===== src/rtl/uart_rx.sv =====
`default_nettype none
// ============================================================================
// uart_rx : 16x-oversampling 8N1 UART receiver with first-word-fall-through
//           receive FIFO. Macro UART_RX_FRAME_CHECK_EN enables stop-bit checking.
// Revision : 1.0
// ============================================================================
module uart_rx #(
    parameter int FIFO_DEPTH = 8
) (
    input  logic                          i_clk,
    input  logic                          i_reset_n,
    input  logic                          i_enable,
    input  logic [15:0]                   i_baud_div,
    input  logic                          i_rx,
    input  logic                          i_read,
    input  logic                          i_clear_err,
    output logic [7:0]                    o_data,
    output logic                          o_empty,
    output logic                          o_full,
    output logic [$clog2(FIFO_DEPTH):0]   o_count,
    output logic                          o_active,
    output logic                          o_overrun,
    output logic                          o_frame_err
);

    localparam int                c_ADDR_W     = $clog2(FIFO_DEPTH);
    localparam logic [c_ADDR_W:0] c_FULL_COUNT = FIFO_DEPTH[c_ADDR_W:0];

    typedef enum logic [1:0] {
        IDLE      = 2'd0,
        START_BIT = 2'd1,
        DATA_BITS = 2'd2,
        STOP_BIT  = 2'd3
    } state_t;

    logic                r_rx_meta;
    logic                r_rx_sync;
    logic [15:0]         r_baud_cnt;
    logic                r_tick;
    state_t              r_state;
    logic [3:0]          r_sample_cnt;
    logic [2:0]          r_bit_cnt;
    logic [7:0]          r_shift;
    logic                r_active;
    logic [7:0]          r_mem [FIFO_DEPTH];
    logic [c_ADDR_W-1:0] r_wr_ptr;
    logic [c_ADDR_W-1:0] r_rd_ptr;
    logic [c_ADDR_W:0]   r_count;
    logic                r_overrun;

    logic w_stop_tick;
    logic w_push;
    logic w_full;
    logic w_empty;
    logic w_wr;
    logic w_rd;

    always_ff @(posedge i_clk or negedge i_reset_n) begin
        if (!i_reset_n) begin
            r_rx_meta <= 1'b1;
            r_rx_sync <= 1'b1;
        end else begin
            r_rx_meta <= i_rx;
            r_rx_sync <= r_rx_meta;
        end
    end

    always_ff @(posedge i_clk or negedge i_reset_n) begin
        if (!i_reset_n) begin
            r_baud_cnt <= '0;
            r_tick     <= 1'b0;
        end else if (r_baud_cnt >= i_baud_div) begin
            r_baud_cnt <= '0;
            r_tick     <= 1'b1;
        end else begin
            r_baud_cnt <= r_baud_cnt + 16'd1;
            r_tick     <= 1'b0;
        end
    end

    // Start bit is re-checked at mid-bit (count 7); data/stop then sample every 16 ticks.
    always_ff @(posedge i_clk or negedge i_reset_n) begin
        if (!i_reset_n) begin
            r_state      <= IDLE;
            r_sample_cnt <= '0;
            r_bit_cnt    <= '0;
            r_shift      <= '0;
            r_active     <= 1'b0;
        end else if (!i_enable) begin
            r_state      <= IDLE;
            r_sample_cnt <= '0;
            r_bit_cnt    <= '0;
            r_active     <= 1'b0;
        end else if (r_tick) begin
            case (r_state)
                IDLE: begin
                    if (!r_rx_sync) begin
                        r_sample_cnt <= '0;
                        r_bit_cnt    <= '0;
                        r_state      <= START_BIT;
                        r_active     <= 1'b1;
                    end
                end
                START_BIT: begin
                    if (r_sample_cnt == 4'd7) begin
                        r_sample_cnt <= '0;
                        if (!r_rx_sync) begin
                            r_state <= DATA_BITS;
                        end else begin
                            r_state  <= IDLE;
                            r_active <= 1'b0;
                        end
                    end else begin
                        r_sample_cnt <= r_sample_cnt + 4'd1;
                    end
                end
                DATA_BITS: begin
                    r_sample_cnt <= r_sample_cnt + 4'd1;
                    if (r_sample_cnt == 4'd15) begin
                        r_shift   <= {r_rx_sync, r_shift[7:1]};
                        r_bit_cnt <= r_bit_cnt + 3'd1;
                        if (r_bit_cnt == 3'd7) begin
                            r_state <= STOP_BIT;
                        end
                    end
                end
                STOP_BIT: begin
                    r_sample_cnt <= r_sample_cnt + 4'd1;
                    if (r_sample_cnt == 4'd15) begin
                        r_state  <= IDLE;
                        r_active <= 1'b0;
                    end
                end
                default: begin
                    r_state  <= IDLE;
                    r_active <= 1'b0;
                end
            endcase
        end
    end

    assign w_stop_tick = i_enable && r_tick && (r_state == STOP_BIT) && (r_sample_cnt == 4'd15);

`ifdef UART_RX_FRAME_CHECK_EN
    logic w_frame_set;
    logic r_frame_err;

    assign w_push      = w_stop_tick & r_rx_sync;
    assign w_frame_set = w_stop_tick & ~r_rx_sync;

    always_ff @(posedge i_clk or negedge i_reset_n) begin
        if (!i_reset_n) begin
            r_frame_err <= 1'b0;
        end else if (w_frame_set) begin
            r_frame_err <= 1'b1;
        end else if (i_clear_err) begin
            r_frame_err <= 1'b0;
        end
    end

    assign o_frame_err = r_frame_err;
`else
    assign w_push      = w_stop_tick;
    assign o_frame_err = 1'b0;
`endif

    assign w_full  = (r_count == c_FULL_COUNT);
    assign w_empty = (r_count == '0);
    // A push into a full FIFO is dropped even when a pop happens in the same cycle.
    assign w_wr    = w_push & ~w_full;
    assign w_rd    = i_read & ~w_empty;

    always_ff @(posedge i_clk or negedge i_reset_n) begin
        if (!i_reset_n) begin
            for (int i = 0; i < FIFO_DEPTH; i++) begin
                r_mem[i] <= '0;
            end
            r_wr_ptr <= '0;
            r_rd_ptr <= '0;
            r_count  <= '0;
        end else begin
            if (w_wr) begin
                r_mem[r_wr_ptr] <= r_shift;
                r_wr_ptr        <= r_wr_ptr + c_ADDR_W'(1);
            end
            if (w_rd) begin
                r_rd_ptr <= r_rd_ptr + c_ADDR_W'(1);
            end
            case ({w_wr, w_rd})
                2'b10:   r_count <= r_count + (c_ADDR_W + 1)'(1);
                2'b01:   r_count <= r_count - (c_ADDR_W + 1)'(1);
                default: r_count <= r_count;
            endcase
        end
    end

    always_ff @(posedge i_clk or negedge i_reset_n) begin
        if (!i_reset_n) begin
            r_overrun <= 1'b0;
        end else if (w_push && w_full) begin
            r_overrun <= 1'b1;
        end else if (i_clear_err) begin
            r_overrun <= 1'b0;
        end
    end

    assign o_data    = r_mem[r_rd_ptr];
    assign o_empty   = w_empty;
    assign o_full    = w_full;
    assign o_count   = r_count;
    assign o_active  = r_active;
    assign o_overrun = r_overrun;

endmodule
`default_nettype wire


===== config.mk =====
export PLATFORM = sky130hd
export DESIGN_NAME = uart_rx
export DESIGN_NICKNAME = d
export VERILOG_FILES = /design/src/rtl/uart_rx.sv
export SDC_FILE = /design/constraint.sdc
export NUM_CORES = 1
export LEC_CHECK = 0
export CAP_MARGIN = 20
export CORE_ASPECT_RATIO = 0.8
export CORE_MARGIN = 2
export CORE_UTILIZATION = 50
export DETAILED_ROUTE_END_ITERATION = 10
export GPL_TIMING_DRIVEN = 0
export MAX_ROUTING_LAYER = met4
export PLACE_DENSITY = 0.79
export SETUP_SLACK_MARGIN = 0.4
export SYNTH_ARGS = -nofsm -noshare
export SYNTH_HDL_FRONTEND = slang
export SYNTH_SLANG_ARGS = --single-unit
export TNS_END_PERCENT = 100

===== constraint.sdc =====
create_clock -name i_clk -period 3.2 [get_ports i_clk]
set_clock_uncertainty 0.1 [all_clocks]
set_input_delay 0.48 -clock i_clk [delete_from_list [all_inputs] [get_ports i_clk]]
set_output_delay 0.48 -clock i_clk [all_outputs]
set_load 0.02 [all_outputs]

Word level (Yosys, flattened, before mapping)
Cells that the tools add are included.
{"block": "word_totals", "wordCells": 108, "out_inout_bits": 17, "regBits": 112, "memories": 0, "mem_bits_ro": 0, "ramBits": 0, "latch_bits": 0}
{"block": "classes", "shifts": 0, "bitwise_logic": 6, "add_sub_neg": 7, "n_eq_ne": 18, "magnitude_cmp": 4, "n_div": 0, "n_reduce_logical": 15, "mul": 0, "mux": 37}
{"op": "bitwise mux 64 bit", "n": 1}
{"op": "binary-select mux 8 bit (select 3 bit)", "n": 1}
{"op": "demux 8 bit (select 3 bit)", "n": 1}
{"op": "2-to-1 mux 8 bit", "n": 3}
{"op": "!= test 3 bit, second input constant", "n": 6}
{"op": "adder 16 x 1 -> 16 bit, second input constant", "n": 1}
{"op": "greater-or-equal comparator 16 bit", "n": 1}
{"op": "2-to-1 mux 16 bit", "n": 1}
{"op": "2-to-1 mux 2 bit", "n": 8}
{"op": "2-to-1 mux 4 bit", "n": 4}
{"op": "2-to-1 mux 3 bit", "n": 4}
{"op": "one-hot mux 4 bit (3 select lines)", "n": 1}
{"op": "AND reduction 6 bit", "n": 2}
{"op": "adder 3 x 1 -> 3 bit, second input constant", "n": 3}
{"op": "2-to-1 mux 1 bit", "n": 9}
{"op": "adder 4 x 1 -> 4 bit, second input constant", "n": 2}
{"op": "== test 4 bit, second input constant", "n": 2}
{"op": "greater-or-equal comparator 4 bit, second input constant", "n": 2}
{"op": "NOT 3 -> 4 bit", "n": 2}
{"op": "one-hot mux 2 bit (4 select lines)", "n": 1}
{"op": "one-hot mux 4 bit (2 select lines)", "n": 1}
{"op": "AND reduction 4 bit", "n": 2}
{"op": "== test 2 bit, second input constant", "n": 3}
{"op": "one-hot mux 3 bit (2 select lines)", "n": 1}
{"op": "17 further kinds", "n": 25}

Depth between registers and ports, before layout
{"block": "depth", "ltp_word": 6, "mapped_depth": 10}

Worst setup path after synthesis
Ideal clock, no wire load.
{"block": "synth_path", "path_kind": "register to register", "from": "reg r_count[1], in the netlist o_count[1]", "to": "reg r_count[3], in the netlist o_count[3]", "period_less_slack_ps": 3219, "setup_ps": 80, "arrival_ps": 3038, "n_path_buf": 0, "path_slack_ps": -19, "required_ps": 3020, "stages_incl_launch_ff": 10, "path_cell_list": "dfrtp_1 > nor4b_1 > nor3_4 > inv_2 > ha_1 > ha_1 > a21o_1 > a21oi_1 > mux2i_1 > xnor2_1"}
{"block": "synth_between", "elab_chain_len": 5}
{"item": "start, declared", "line_no": "48", "rtl": "logic [c_ADDR_W:0] r_count;"}
{"item": "start signal, assigned", "line_no": "190", "rtl": "2'b10: r_count <= r_count + (c_ADDR_W + 1)'(1);"}
{"item": "start signal, assigned", "line_no": "191", "rtl": "2'b01: r_count <= r_count - (c_ADDR_W + 1)'(1);"}
{"item": "start signal, assigned", "line_no": "192", "rtl": "default: r_count <= r_count;"}
{"item": "== test 4 bit (*)", "line_no": "167", "rtl": "assign w_full = (r_count == c_FULL_COUNT);"}
{"item": "via o_full", "line_no": "19", "rtl": "output logic o_full,"}
{"item": "NOT 1 bit (*)", "line_no": "170", "rtl": "assign w_wr = w_push & ~w_full;"}
{"item": "AND 1 bit (*)", "line_no": "170"}
{"item": "== test 2 x 1 -> 1 bit or == test 2 bit (tied branches)", "line_no": "189", "rtl": "case ({w_wr, w_rd})"}
{"item": "one-hot mux 4 bit (2 select lines) or nonzero test 2 bit (tied branches)"}
The timed path passes the listed nets; every way through them passes the cells marked *.
A chain may end at the register's enable or synchronous reset.

Final worst setup path
{"block": "layout_path", "from": "reg r_rd_ptr[0]", "to": "out o_data[5]"}
{"block": "layout_between", "elab_chain_len": 4}
{"item": "start, declared", "line_no": "47", "rtl": "logic [c_ADDR_W-1:0] r_rd_ptr;"}
{"item": "start signal, assigned", "line_no": "187", "rtl": "r_rd_ptr <= r_rd_ptr + c_ADDR_W'(1);"}
{"item": "NOT 3 -> 4 bit (not written as such)", "line_no": "207", "rtl": "assign o_data = r_mem[r_rd_ptr];"}
{"item": "binary-select mux 8 bit (select 3 bit)", "line_no": "207"}
{"item": "2-to-1 mux 8 bit (not written as such) (2 in series)", "line_no": "207"}
{"item": "end, declared", "line_no": "17", "rtl": "output logic [7:0] o_data,"}
Every way passes these cells. The select of a mux whose other input is x is not followed.

==> flow_metrics.env <==
export IMPL_drt_total_wl_um=11520
export IMPL_yosysSeqAreaShare_pct=49.48
export IMPL_ant_nets=0
export IMPL_avgSynthCellArea_um2=12.43
export IMPL_rsz0062_at_grt="yes"
export IMPL_reg2reg_to="o_count[3]"
export IMPL_async_flop_share_pct=100.0
export IMPL_drt_initial_drc_count=237
export IMPL_start_kind="register"
export IMPL_grt_pass1_wl_um=19180
export IMPL_grt_max_degree=76
export IMPL_min_period_ns=2.751
export IMPL_failed_checks="negative hold slack"
export IMPL_hold_ws_ns=-0.007575
export IMPL_antenna_cells=0
export IMPL_syn_area_um2=5669
export IMPL_rows=34
export IMPL_synthCells=456
export IMPL_synth_seq_cells=112
export IMPL_crit_fanout=10
export IMPL_layout_nets=556
export IMPL_total_power_w=0.003831
export IMPL_cap_violations=0
export IMPL_outcome="finished, violations left"
export IMPL_cts_tree="built"
export IMPL_slowest_stage="mux4_2"
export IMPL_grt_pass1_vias=3944
export IMPL_area_delta_synth_final_pct=16.84
export IMPL_final_instance_count_excl_fill=657
export IMPL_initial_utilization_pct=51.65
export IMPL_numPlacedInstances=637
export IMPL_core_area_um2=10980
export IMPL_r2r_start="r_sample_cnt[0]"
export IMPL_total_leakage_power_nw=3.129
export IMPL_synthFlopType="dfrtp_1"
export IMPL_portBuffers=36
export IMPL_die_area_um2=12210
export IMPL_dp_hpwl_um=7964
export IMPL_max_slew_worst_pin_slew_ns=0.8950
export IMPL_cp_num_buf_inv=3
export IMPL_synth_edf_count=0
export IMPL_fmax_ghz=0.3635
export IMPL_rrSetupSlack_ns=0.55
export IMPL_layout_drive_gt1_share_pct=24.95
export IMPL_drt_first_pass_iters=4
export IMPL_rr_worst_depth=10
export IMPL_cts_sinks=112
export IMPL_cp_cell_sequence="clkbuf_8 > buf_12 > mux4_2 > mux2_2 > dlygate4sd2_1"
export IMPL_crit_required_ns=2.62
export IMPL_overflow=0
export IMPL_crit_arrival_ns=2.17
export IMPL_yosysTopAreaCell="dfrtp_1"
export IMPL_die_w_um=123.1
export IMPL_setup_viol=0
export IMPL_via_per_inst=5.720
export IMPL_yosysTopAreaCellShare_pct=48.55
export IMPL_syn_nets=504
export IMPL_max_slew_margin_rel_pct=40.11
export IMPL_ctsHoldBuffers=0
export IMPL_place_congestion=0.8199
export IMPL_fin_crit_sh_pct=85.96
export IMPL_crit_family="multiplexers"
export IMPL_drc=0
export IMPL_clk_pin_slew_ns=0.08
export IMPL_insertion_delay_ns=0.35
export IMPL_cts_buffer_depth=2
export IMPL_cts_buffers=9
export IMPL_synth_distinct_cells=48
export IMPL_critPathMaxStageDelay_ns=0.53
export IMPL_die_height_um=99.24
export IMPL_vdd_drop_max_uv=273.9
export IMPL_yosysMostFrequentCell="dfrtp_1"
export IMPL_vias=3758
export IMPL_hold_class="in -> async"
export IMPL_path_class="reg -> out"
export IMPL_cp_end_kind="output port"
export IMPL_fin_area_um2=6624
export IMPL_synth_area_leaders="dfrtp_1 (49%), mux2_2 (13%), mux4_2 (6.4%)"
export IMPL_synth_commonest_cells="dfrtp_1 (110), mux2_2 (66), inv_1 (29)"
export IMPL_antenna_found_initial=0
export IMPL_root_buffer="clkbuf_16"
export IMPL_dpl_instance_area_um2=6247
export IMPL_drv_slew=0
export IMPL_cts_htree_levels=3
export IMPL_power_density_nw_per_um2=578.3
export IMPL_ios=39
export IMPL_grt_use_total_pct=20.64
export IMPL_finalHoldViolations=5
export IMPL_worst_slack_ns=0.4493
export IMPL_dpl_worst_slack_ns=-0.2335
export IMPL_wl_per_cell_um=17.53
export IMPL_ys_warn_count=0
-- sequential cells by signal, summed over array words and instances (netlist names) --
signal and cells:
r_rx_meta 1, o_active 1, r_mem 64, r_rx_sync 1, r_state 2, r_sample_cnt 4, r_shift 8, o_overrun 1
r_tick 1, r_bit_cnt 3, r_rd_ptr 3, r_baud_cnt 16, r_wr_ptr 3, o_count 4
-- layout make-up --
| type | instances | area [um2] |
|---|---|---|
| fillers | 841 | 4352 |
| flip-flops and latches | 112 | 2805 |
| multi-input cells | 286 | 2685 |
| repair buffers | 41 | 407.9 |
| clock buffers | 9 | 225.2 |
| well taps | 144 | 180.2 |
| plain buffers | 28 | 152.6 |
| inverters | 30 | 112.6 |
| clock inverters | 7 | 55.05 |
-- kinds of logic after synthesis --
group,count (synthesis),synth area share [%]
simple gates,103,10.24
other cells,1,0.06615
fa+ha+maj,26,5.871
buf+inv,58,4.017
mux,101,23.17
xor+xnor,22,3.399
flops,112,49.48
compound gates,33,3.752
-- cells in the final DEF, fill, tap and decap left out, types with 15 or more instances in the layout --
cell	n
dfrtp_1	110
nand2_1	22
mux2_2	66
ha_1	24
mux2_1	16
nor2_1	15
mux4_2	16
inv_1	29
nor4_1	19
clkdlybuf4s50_1	27
xnor2_1	20
-- metrics by stage --
stage,hold slack (ns),TNS (ns),utilization (%)
2_1_floorplan,0.08441,0,-
6_report,-0.007575,0,60.35
3_3_place_gp,0.2466,-276.44,56.69
3_5_place_dp,0.2490,-3.483,56.92
4_1_cts,0.007987,0,59.91
5_1_grt,0.02977,0,60.35
-- timing repair --
action	in CTS	in global routing
endpoints found under the setup margin	19	17
buffers inserted	2	2
pin swaps	1	1
resized for setup	21	7
-- metal layers --
metal  wire length (um)  track usage [%]
met5                  0                -
met4                117            5.507
met3                331            2.580
met2               5791            34.38
met1               5276            26.94
-- power by group --
part | internal [W] | switching [W] | leakage [nW] | total [W]
Clock | 0.000537 | 0.000527 | 0.138 | 0.00106
Sequential | 0.00154 | 0.000161 | 1.53 | 0.00170
Combinational | 0.000525 | 0.000544 | 1.46 | 0.00107
Total | 0.00260 | 0.00123 | 3.13 | 0.00383
-- worst reg2reg max path, delay by kind of cell, from the launching register on --
kind | cells | cell delay, ns
flops | 1 | 0.44
mux | 1 | 0.25
simple gates | 2 | 0.43
fa+ha+maj | 3 | 0.76
compound gates | 2 | 0.35
xor+xnor | 1 | 0.14
buf+inv | 1 | 0.10
-- worst max path at each step --
stage | startpoint | end | slack [ns] | cells past startpoint
final | r_rd_ptr[0] | o_data[5] | 0.45 | 5
after global routing | r_sample_cnt[0] | o_count[3] | 0.35 | 10
after CTS | r_sample_cnt[0] | o_count[3] | 0.40 | 10
after detailed placement | i_baud_div[15] | r_baud_cnt[14] | -0.23 | 8
after global placement | i_reset_n | r_baud_cnt[1] | -2.48 | 1
after floorplan | o_count[1] | o_count[3] | 0.43 | 9
Note: power is estimated with default switching activity, not from simulation.
